### src/rtl/gci_std_display_vram_arbiter_if.sv
// Signal bundle between the VRAM arbiter, its three masters and the VRAM port.
// Names keep the arbiter's point of view (i* = into the arbiter, o* = out of it).
interface gci_std_display_vram_arbiter_if;
  logic        iRD_REQ;
  logic [18:0] iRD_ADDR;
  logic        oRD_BUSY;
  logic        oRD_VALID;
  logic [15:0] oRD_DATA;

  logic        iWR0_REQ;
  logic [18:0] iWR0_ADDR;
  logic [15:0] iWR0_DATA;
  logic        oWR0_WAIT;

  logic        iWR1_REQ;
  logic [18:0] iWR1_ADDR;
  logic [15:0] iWR1_DATA;
  logic        oWR1_WAIT;

  logic        oMEM_REQ;
  logic        oMEM_WR;
  logic [18:0] oMEM_ADDR;
  logic [15:0] oMEM_DATA;
  logic        iMEM_BUSY;
  logic        iMEM_RD_VALID;
  logic [15:0] iMEM_RD_DATA;

  // Arbiter side.
  modport slave (
    input  iRD_REQ, iRD_ADDR,
    output oRD_BUSY, oRD_VALID, oRD_DATA,
    input  iWR0_REQ, iWR0_ADDR, iWR0_DATA,
    output oWR0_WAIT,
    input  iWR1_REQ, iWR1_ADDR, iWR1_DATA,
    output oWR1_WAIT,
    output oMEM_REQ, oMEM_WR, oMEM_ADDR, oMEM_DATA,
    input  iMEM_BUSY, iMEM_RD_VALID, iMEM_RD_DATA
  );

  // Environment side: scan-out, write masters and VRAM together.
  modport master (
    output iRD_REQ, iRD_ADDR,
    input  oRD_BUSY, oRD_VALID, oRD_DATA,
    output iWR0_REQ, iWR0_ADDR, iWR0_DATA,
    input  oWR0_WAIT,
    output iWR1_REQ, iWR1_ADDR, iWR1_DATA,
    input  oWR1_WAIT,
    input  oMEM_REQ, oMEM_WR, oMEM_ADDR, oMEM_DATA,
    output iMEM_BUSY, iMEM_RD_VALID, iMEM_RD_DATA
  );
endinterface

### src/rtl/gci_std_display_vram_arbiter.sv
// VRAM port arbiter: scan-out read bursts take priority, the two write masters
// share round-robin slots of up to P_WR_SLOT writes.
module gci_std_display_vram_arbiter #(
  parameter int P_BURST      = 16,
  parameter int P_WR_SLOT    = 32,
  parameter int P_VRAM_WORDS = 307200
) (
  input  logic                                iCLOCK,
  input  logic                                inRESET,
  gci_std_display_vram_arbiter_if.slave       bus
);

  localparam int CW = $clog2(P_BURST + 1);
  localparam int SW = $clog2(P_WR_SLOT + 1);
  localparam logic [CW-1:0] BURST_LAST = CW'(P_BURST - 1);
  localparam logic [SW-1:0] SLOT_MAX   = SW'(P_WR_SLOT);
  localparam logic [18:0]   ADDR_LAST  = 19'(P_VRAM_WORDS - 1);

  typedef enum logic [1:0] {ST_IDLE, ST_READ, ST_WR0, ST_WR1} state_e;

  state_e        state_q, state_d;
  logic          rr_q, rr_d;            // 0: WR0 wins a tie, 1: WR1 wins
  logic [SW-1:0] slot_cnt_q, slot_cnt_d;
  logic          rd_pending_q, rd_pending_d;
  logic          rd_busy_q, rd_busy_d;
  logic [18:0]   rd_addr_q, rd_addr_d;
  logic [CW-1:0] issue_cnt_q, issue_cnt_d;
  logic [CW-1:0] ret_cnt_q, ret_cnt_d;
  logic          rd_valid_q, rd_valid_d;
  logic [15:0]   rd_data_q, rd_data_d;

  logic          mem_req, mem_wr, wr0_wait, wr1_wait, mem_take;
  logic [18:0]   mem_addr;
  logic [15:0]   mem_data;
  logic          cur_req, rd_issue, ret_ok;

  // NOTE: sequential state uses non-blocking (<=) so every register samples pre-edge values.
  always_ff @(posedge iCLOCK or negedge inRESET) begin
    if (!inRESET) state_q <= ST_IDLE;
    else          state_q <= state_d;
  end

  // NOTE: every combinational output gets a default first; a missed branch would otherwise infer a latch.
  always_comb begin
    state_d    = state_q;
    rr_d       = rr_q;
    slot_cnt_d = slot_cnt_q;
    case (state_q)
      ST_IDLE: begin
        if (rd_pending_q)                        state_d = ST_READ;
        else if (bus.iWR0_REQ && bus.iWR1_REQ)   state_d = rr_q ? ST_WR1 : ST_WR0;
        else if (bus.iWR0_REQ)                   state_d = ST_WR0;
        else if (bus.iWR1_REQ)                   state_d = ST_WR1;
      end
      ST_READ: begin
        if (mem_take && issue_cnt_q == BURST_LAST) state_d = ST_IDLE;
      end
      default: begin
        // The write seen together with the exit condition still counts.
        if (mem_take) slot_cnt_d = slot_cnt_q + 1'b1;
        if (slot_cnt_d == SLOT_MAX || !cur_req || rd_pending_q) begin
          state_d    = ST_IDLE;
          rr_d       = (state_q == ST_WR0);
          slot_cnt_d = '0;
        end
      end
    endcase
  end

  always_comb begin
    mem_req  = 1'b0;
    mem_wr   = 1'b0;
    mem_addr = '0;
    mem_data = '0;
    wr0_wait = 1'b1;
    wr1_wait = 1'b1;
    case (state_q)
      ST_READ: begin
        mem_req  = 1'b1;
        mem_addr = rd_addr_q;
      end
      ST_WR0: begin
        mem_req  = bus.iWR0_REQ;
        mem_wr   = 1'b1;
        mem_addr = bus.iWR0_ADDR;
        mem_data = bus.iWR0_DATA;
        wr0_wait = bus.iMEM_BUSY;
      end
      ST_WR1: begin
        mem_req  = bus.iWR1_REQ;
        mem_wr   = 1'b1;
        mem_addr = bus.iWR1_ADDR;
        mem_data = bus.iWR1_DATA;
        wr1_wait = bus.iMEM_BUSY;
      end
      default: ;
    endcase
  end

  assign mem_take = mem_req && !bus.iMEM_BUSY;
  assign cur_req  = (state_q == ST_WR1) ? bus.iWR1_REQ : bus.iWR0_REQ;
  assign rd_issue = (state_q == ST_READ) && mem_take;
  // Returns are accepted only while some issued read is still unanswered.
  assign ret_ok   = bus.iMEM_RD_VALID && (ret_cnt_q < issue_cnt_q);

  always_comb begin
    rd_pending_d = rd_pending_q;
    rd_busy_d    = rd_busy_q;
    rd_addr_d    = rd_addr_q;
    issue_cnt_d  = issue_cnt_q;
    ret_cnt_d    = ret_cnt_q;
    if (rd_issue) begin
      rd_addr_d   = (rd_addr_q == ADDR_LAST) ? '0 : rd_addr_q + 1'b1;
      issue_cnt_d = issue_cnt_q + 1'b1;
      if (issue_cnt_q == BURST_LAST) rd_pending_d = 1'b0;
    end
    if (ret_ok) begin
      ret_cnt_d = ret_cnt_q + 1'b1;
      if (ret_cnt_q == BURST_LAST) begin
        rd_busy_d   = 1'b0;
        issue_cnt_d = '0;
        ret_cnt_d   = '0;
      end
    end
    if (bus.iRD_REQ && !rd_busy_q) begin
      rd_pending_d = 1'b1;
      rd_busy_d    = 1'b1;
      rd_addr_d    = bus.iRD_ADDR;
      issue_cnt_d  = '0;
      ret_cnt_d    = '0;
    end
    rd_valid_d = ret_ok;
    rd_data_d  = ret_ok ? bus.iMEM_RD_DATA : rd_data_q;
  end

  always_ff @(posedge iCLOCK or negedge inRESET) begin
    if (!inRESET) begin
      rr_q         <= 1'b0;
      slot_cnt_q   <= '0;
      rd_pending_q <= 1'b0;
      rd_busy_q    <= 1'b0;
      rd_addr_q    <= '0;
      issue_cnt_q  <= '0;
      ret_cnt_q    <= '0;
      rd_valid_q   <= 1'b0;
      rd_data_q    <= '0;
    end else begin
      rr_q         <= rr_d;
      slot_cnt_q   <= slot_cnt_d;
      rd_pending_q <= rd_pending_d;
      rd_busy_q    <= rd_busy_d;
      rd_addr_q    <= rd_addr_d;
      issue_cnt_q  <= issue_cnt_d;
      ret_cnt_q    <= ret_cnt_d;
      rd_valid_q   <= rd_valid_d;
      rd_data_q    <= rd_data_d;
    end
  end

  assign bus.oRD_BUSY  = rd_busy_q;
  assign bus.oRD_VALID = rd_valid_q;
  assign bus.oRD_DATA  = rd_data_q;
  assign bus.oWR0_WAIT = wr0_wait;
  assign bus.oWR1_WAIT = wr1_wait;
  assign bus.oMEM_REQ  = mem_req;
  assign bus.oMEM_WR   = mem_wr;
  assign bus.oMEM_ADDR = mem_addr;
  assign bus.oMEM_DATA = mem_data;

  // A scan-out request while a burst is still pending is a protocol error.
  rd_req_while_busy: assert property (@(posedge iCLOCK) disable iff (!inRESET)
    !(bus.iRD_REQ && rd_busy_q));

endmodule

### src/flat_wrapper.sv
// flat-port wrapper written by rule: the top's interface ports become plain ports
module gci_std_display_vram_arbiter_flat 
#(
  parameter int P_BURST      = 16,
  parameter int P_WR_SLOT    = 32,
  parameter int P_VRAM_WORDS = 307200
)
  (iCLOCK, inRESET, bus_iRD_REQ, bus_iRD_ADDR, bus_oRD_BUSY, bus_oRD_VALID, bus_oRD_DATA, bus_iWR0_REQ, bus_iWR0_ADDR, bus_iWR0_DATA, bus_oWR0_WAIT, bus_iWR1_REQ, bus_iWR1_ADDR, bus_iWR1_DATA, bus_oWR1_WAIT, bus_oMEM_REQ, bus_oMEM_WR, bus_oMEM_ADDR, bus_oMEM_DATA, bus_iMEM_BUSY, bus_iMEM_RD_VALID, bus_iMEM_RD_DATA);
  gci_std_display_vram_arbiter_if bus_i ();
  input  logic iCLOCK;
  input  logic inRESET;
  input wire logic [$bits(bus_i.iRD_REQ)-1:0] bus_iRD_REQ;
  input wire logic [$bits(bus_i.iRD_ADDR)-1:0] bus_iRD_ADDR;
  output wire logic [$bits(bus_i.oRD_BUSY)-1:0] bus_oRD_BUSY;
  output wire logic [$bits(bus_i.oRD_VALID)-1:0] bus_oRD_VALID;
  output wire logic [$bits(bus_i.oRD_DATA)-1:0] bus_oRD_DATA;
  input wire logic [$bits(bus_i.iWR0_REQ)-1:0] bus_iWR0_REQ;
  input wire logic [$bits(bus_i.iWR0_ADDR)-1:0] bus_iWR0_ADDR;
  input wire logic [$bits(bus_i.iWR0_DATA)-1:0] bus_iWR0_DATA;
  output wire logic [$bits(bus_i.oWR0_WAIT)-1:0] bus_oWR0_WAIT;
  input wire logic [$bits(bus_i.iWR1_REQ)-1:0] bus_iWR1_REQ;
  input wire logic [$bits(bus_i.iWR1_ADDR)-1:0] bus_iWR1_ADDR;
  input wire logic [$bits(bus_i.iWR1_DATA)-1:0] bus_iWR1_DATA;
  output wire logic [$bits(bus_i.oWR1_WAIT)-1:0] bus_oWR1_WAIT;
  output wire logic [$bits(bus_i.oMEM_REQ)-1:0] bus_oMEM_REQ;
  output wire logic [$bits(bus_i.oMEM_WR)-1:0] bus_oMEM_WR;
  output wire logic [$bits(bus_i.oMEM_ADDR)-1:0] bus_oMEM_ADDR;
  output wire logic [$bits(bus_i.oMEM_DATA)-1:0] bus_oMEM_DATA;
  input wire logic [$bits(bus_i.iMEM_BUSY)-1:0] bus_iMEM_BUSY;
  input wire logic [$bits(bus_i.iMEM_RD_VALID)-1:0] bus_iMEM_RD_VALID;
  input wire logic [$bits(bus_i.iMEM_RD_DATA)-1:0] bus_iMEM_RD_DATA;
  assign bus_i.iRD_REQ = bus_iRD_REQ;
  assign bus_i.iRD_ADDR = bus_iRD_ADDR;
  assign bus_oRD_BUSY = bus_i.oRD_BUSY;
  assign bus_oRD_VALID = bus_i.oRD_VALID;
  assign bus_oRD_DATA = bus_i.oRD_DATA;
  assign bus_i.iWR0_REQ = bus_iWR0_REQ;
  assign bus_i.iWR0_ADDR = bus_iWR0_ADDR;
  assign bus_i.iWR0_DATA = bus_iWR0_DATA;
  assign bus_oWR0_WAIT = bus_i.oWR0_WAIT;
  assign bus_i.iWR1_REQ = bus_iWR1_REQ;
  assign bus_i.iWR1_ADDR = bus_iWR1_ADDR;
  assign bus_i.iWR1_DATA = bus_iWR1_DATA;
  assign bus_oWR1_WAIT = bus_i.oWR1_WAIT;
  assign bus_oMEM_REQ = bus_i.oMEM_REQ;
  assign bus_oMEM_WR = bus_i.oMEM_WR;
  assign bus_oMEM_ADDR = bus_i.oMEM_ADDR;
  assign bus_oMEM_DATA = bus_i.oMEM_DATA;
  assign bus_i.iMEM_BUSY = bus_iMEM_BUSY;
  assign bus_i.iMEM_RD_VALID = bus_iMEM_RD_VALID;
  assign bus_i.iMEM_RD_DATA = bus_iMEM_RD_DATA;
  gci_std_display_vram_arbiter #(.P_BURST(P_BURST), .P_WR_SLOT(P_WR_SLOT), .P_VRAM_WORDS(P_VRAM_WORDS)) u_core (.iCLOCK(iCLOCK), .inRESET(inRESET), .bus(bus_i));
endmodule
### config.mk
export PLATFORM = sky130hd
export DESIGN_NAME = gci_std_display_vram_arbiter_flat
export DESIGN_NICKNAME = d
export VERILOG_FILES = /design/src/rtl/gci_std_display_vram_arbiter_if.sv /design/src/rtl/gci_std_display_vram_arbiter.sv /design/src/flat_wrapper.sv
export SDC_FILE = /design/constraint.sdc
export NUM_CORES = 1
export LEC_CHECK = 0
export BUFFER_PORTS_ARGS = -buffer_cell sky130_fd_sc_hd__clkbuf_2
export CELL_PAD_IN_SITES_DETAIL_PLACEMENT = 1
export CELL_PAD_IN_SITES_GLOBAL_PLACEMENT = 2
export CORE_MARGIN = 5
export CORE_UTILIZATION = 28
export CTS_BUF_LIST = sky130_fd_sc_hd__clkbuf_2
export CTS_CLUSTER_SIZE = 10
export DETAILED_ROUTE_END_ITERATION = 8
export GPL_TIMING_DRIVEN = 0
export PLACE_DENSITY = 0.87
export SLEW_MARGIN = 30
export SYNTH_ARGS = -nofsm -noshare
export SYNTH_HDL_FRONTEND = slang
export SYNTH_SLANG_ARGS = --single-unit
### constraint.sdc
create_clock -name iCLOCK -period 2.8 [get_ports iCLOCK]
set_clock_uncertainty 0.15 [all_clocks]
set_input_delay 0.28 -clock iCLOCK [delete_from_list [all_inputs] [get_ports iCLOCK]]
set_output_delay 0.28 -clock iCLOCK [all_outputs]
set_load 0.1 [all_outputs]
==> impl_metrics.py <==
metrics = {
    "power_and_ir_drop": {
        "pwr-share-clk": 0.096,
        "p_total_mw": 5.64,
        "netSwitchingFraction": 0.596,
        "ir_worst_vdd_mv": 0.676,
        "power_density_nw_per_um2": 1040,
        "power_frac_comb": 0.638,
        "p_leak_nw": 2.70,
        "p_sw_mw": 3.36,
        "p_seq_frac": 0.267,
        "power.internal_mw": 2.28,
    },
    "logic_synthesis": {
        "ys_seq_elements": 57,
        "syn_avg_cell_area_sq_um": 9.49,
        "synth.top_cell.area_share": 0.380,
        "synth_seq_area_share": 0.380,
        "synth-edff-count": 0,
        "synth_cell_types": 58,
        "yosys_warnings": 0,
        "synthesis.nets": 517,
        "synth_area_leader_cell": "dfrtp_1",
        "synth.top_cells.by_area": "dfrtp_1, mux2_2, mux2i_1",
        "synthCells": 396,
        "synthArstFlopShare": 1.00,
        "synth_flop_cell": "dfrtp_1",
        "synthTopCellsByCount": "dfrtp_1, nand2_1, nor2_1, mux2i_1, o21ai_1",
        "syn_area_sq_um": 3760,
        "synth_most_common_cell": "dfrtp_1",
    },
    "layout": {
        "diodes": 0,
        "instances_no_fill": 797,
        "n_fill_cell": 1562,
        "drive_gt1_frac": 0.401,
        "syn_to_final_growth_pct": 45.0,
        "seq_area_sq_um": 1430,
        "finalInstanceArea_sq_um": 5450,
        "final_util": 0.413,
        "multi_input_area_sq_um": 2240,
        "nets": 737,
    },
    "global_routing": {
        "track_usage": 0.170,
        "antenna_found_initial": 0,
        "grt_pass1_wl_mm": 22.1,
        "grt_pass1_vias": 4261,
        "overflow": 0,
        "grt_max_degree": 39,
    },
    "floorplanning": {
        "num_io_pins": 169,
        "core_area_sq_um": 13200,
        "die_h_um": 126,
        "start_util": 0.285,
        "die-width_um": 126,
        "die_area_sq_um": 15800,
        "placementRows": 42,
    },
    "clock_network": {
        "root_buffer": "clkbuf_2",
        "insertion_delay_ns": 0.48,
        "cts.htree.levels": 3,
        "cts_tree": "built",
        "cts_sinks": 57,
        "clkSlewWorstSetupHoldPaths_ns": 0.19,
        "cts-buffers-inserted": 9,
        "cts_buffer_depth": 2,
    },
    "placement": {
        "port_buffers": 168,
        "dp.cells": 741,
        "place_hpwl_mm": 10.4,
        "gp_congestion": 0.793,
        "place_area_sq_um": 4880,
        "post-place-ws_ns": -0.0823,
    },
    "drt": {
        "routed_wl_mm": 13.7,
        "wl_per_cell_um": 17.2,
        "vias_per_cell": 4.92,
        "vias": 3922,
        "first_pass_iters": 4,
        "ant_nets": 0,
        "drt_iter0_markers": 193,
        "drc": 0,
    },
    "worst_setup_path": {
        "r2r-start": "u_core.rd_addr_q[0]$_DFFE_PN0P_",
        "arrival_ns": 2.26,
        "cp_data_required_time_ns": 2.37,
        "crit_fanout": 10,
        "crit_type": "register to primary output",
        "crit_path_start": "u_core.state_q[0]$_DFFE_PN0P_",
        "worst_setup_path_end_kind": "primary output",
        "worstSetupStartpointType": "register",
    },
    "sta": {
        "rsz0062_at_grt": "no",
        "fin_tns_setup_ns": 0,
        "setup_viol": 0,
        "fin_crit_sh": 0.961,
        "fin_crit_ns": 2.69,
        "fmax_mhz": 372,
        "setup_slack_ns": 0.110,
        "worst_hold_slack_ns": 0.0800,
        "timing.slew.headroom": 0.536,
        "finalHoldViolCount": 0,
        "slew_viol_final": 0,
        "worstMarginPinSlew_ns": 0.690,
    },
    "outcome": {
        "status": "completed",
    },
    "job": {
        "max_cap_viol_count": 0,
    },
    "worst_hold_path": {
        "min_path_type": "input port to asynchronous set/reset pin",
    },
}
==> power by group through the flow <==
stage                     Sequential [mW]  Combinational, mW  Clock [mW]
after floorplan                      2.35               1.98           0
after global placement               1.50               3.44           0
after detailed placement             1.52               3.50           0
after CTS                            1.50               3.61       0.561
after global routing                 1.56               3.78       0.602
final                                1.50               3.60       0.539
==> cell usage in the layout, fill, tap and decap left out, drive strengths merged, types with 3 or more instances in the layout <==
cell type	netlist	routed
nand2b	3	3
a21o	6	6
nor2b	4	4
nor2	35	35
dfrtp	57	57
nand3	9	9
ha	9	9
mux2i	20	20
dlygate4sd3	0	39
nor4	3	3
o21ai	28	28
a22o	19	19
xnor2	9	9
a31o	4	4
nor3	10	10
a221o	4	4
nand2	39	39
a21oi	10	10
mux2	36	36
nand4b	3	3
xor2	3	3
o41ai	3	3
inv	10	10
and2	4	4
and3	7	7
clkinv	0	4
clkbuf	12	166
nand4	6	6
buf	11	37
nand3b	4	4
==> layer usage <==
metal,track usage,part of all wire,up-vias
met2,0.309,0.52,110
li1,-,-,1900
met5,0,0,-
met4,0.0290,0.0068,0
met1,0.209,0.43,1904
met3,0.0390,0.045,8
==> worst max-delay path, cell delays in order (launching register included) <==
cell and delay [ns]:
dfrtp_1 0.48, buf_2 0.22, nor2_1 0.15, clkbuf_2 0.33
a22o_1 0.20, buf_2 0.42
==> sequential cells by signal, summed over array words and instances (netlist names) <==
name                  count
u_core.state_q            2
u_core.rd_pending_q       1
u_core.rr_q               1
u_core.rd_addr_q         19
u_core.ret_cnt_q          5
u_core.slot_cnt_q         6
u_core.bus.oRD_BUSY       1
u_core.issue_cnt_q        5
u_core.bus.oRD_DATA      16
u_core.bus.oRD_VALID      1
==> path summary, 6_finish.rpt <==
| path | depth (start not counted) | end | slack [ns] |
|---|---|---|---|
| worst max-delay path | 5 | bus_oMEM_ADDR[10] | 0.11 |
| worst max register to register | 7 | u_core.rd_addr_q[15]$_DFFE_PN0P_ | 0.36 |
| min in group iCLOCK | 4 | u_core.bus.oRD_DATA[0]$_DFFE_PN0P_ | 0.14 |
| worst min-delay path | 2 | u_core.bus.oRD_DATA[10]$_DFFE_PN0P_ | 0.08 |
| worst min register to register | 1 | u_core.bus.oRD_DATA[0]$_DFFE_PN0P_ | 0.36 |
| max in group asynchronous | 3 | u_core.rd_addr_q[16]$_DFFE_PN0P_ | 1.88 |
==> layout make-up <==
cell class,count,share of cell area
flip-flops and latches,57,0.262
well taps,176,0.0404
clock buffers,10,0.00919
inverters,10,0.00689
plain buffers,23,0.0214
repair buffers,209,0.238
clock inverters,6,0.0108
multi-input cells,306,0.411
==> cell families after synthesis <==
group,synth area share
mux,0.162
simple gates,0.177
xor+xnor,0.0280
flops,0.380
buf+inv,0.0353
fa+ha+maj,0.0300
compound gates,0.187
==> repair_timing <==
action,CTS,global route
resized for setup,28,28
setup buffers,0,1
endpoints found under the setup margin,37,29
hold buffers,38,1
pin swaps,0,0
endpoints found under the hold margin,93,1
Power figures use the tool's default switching activity.
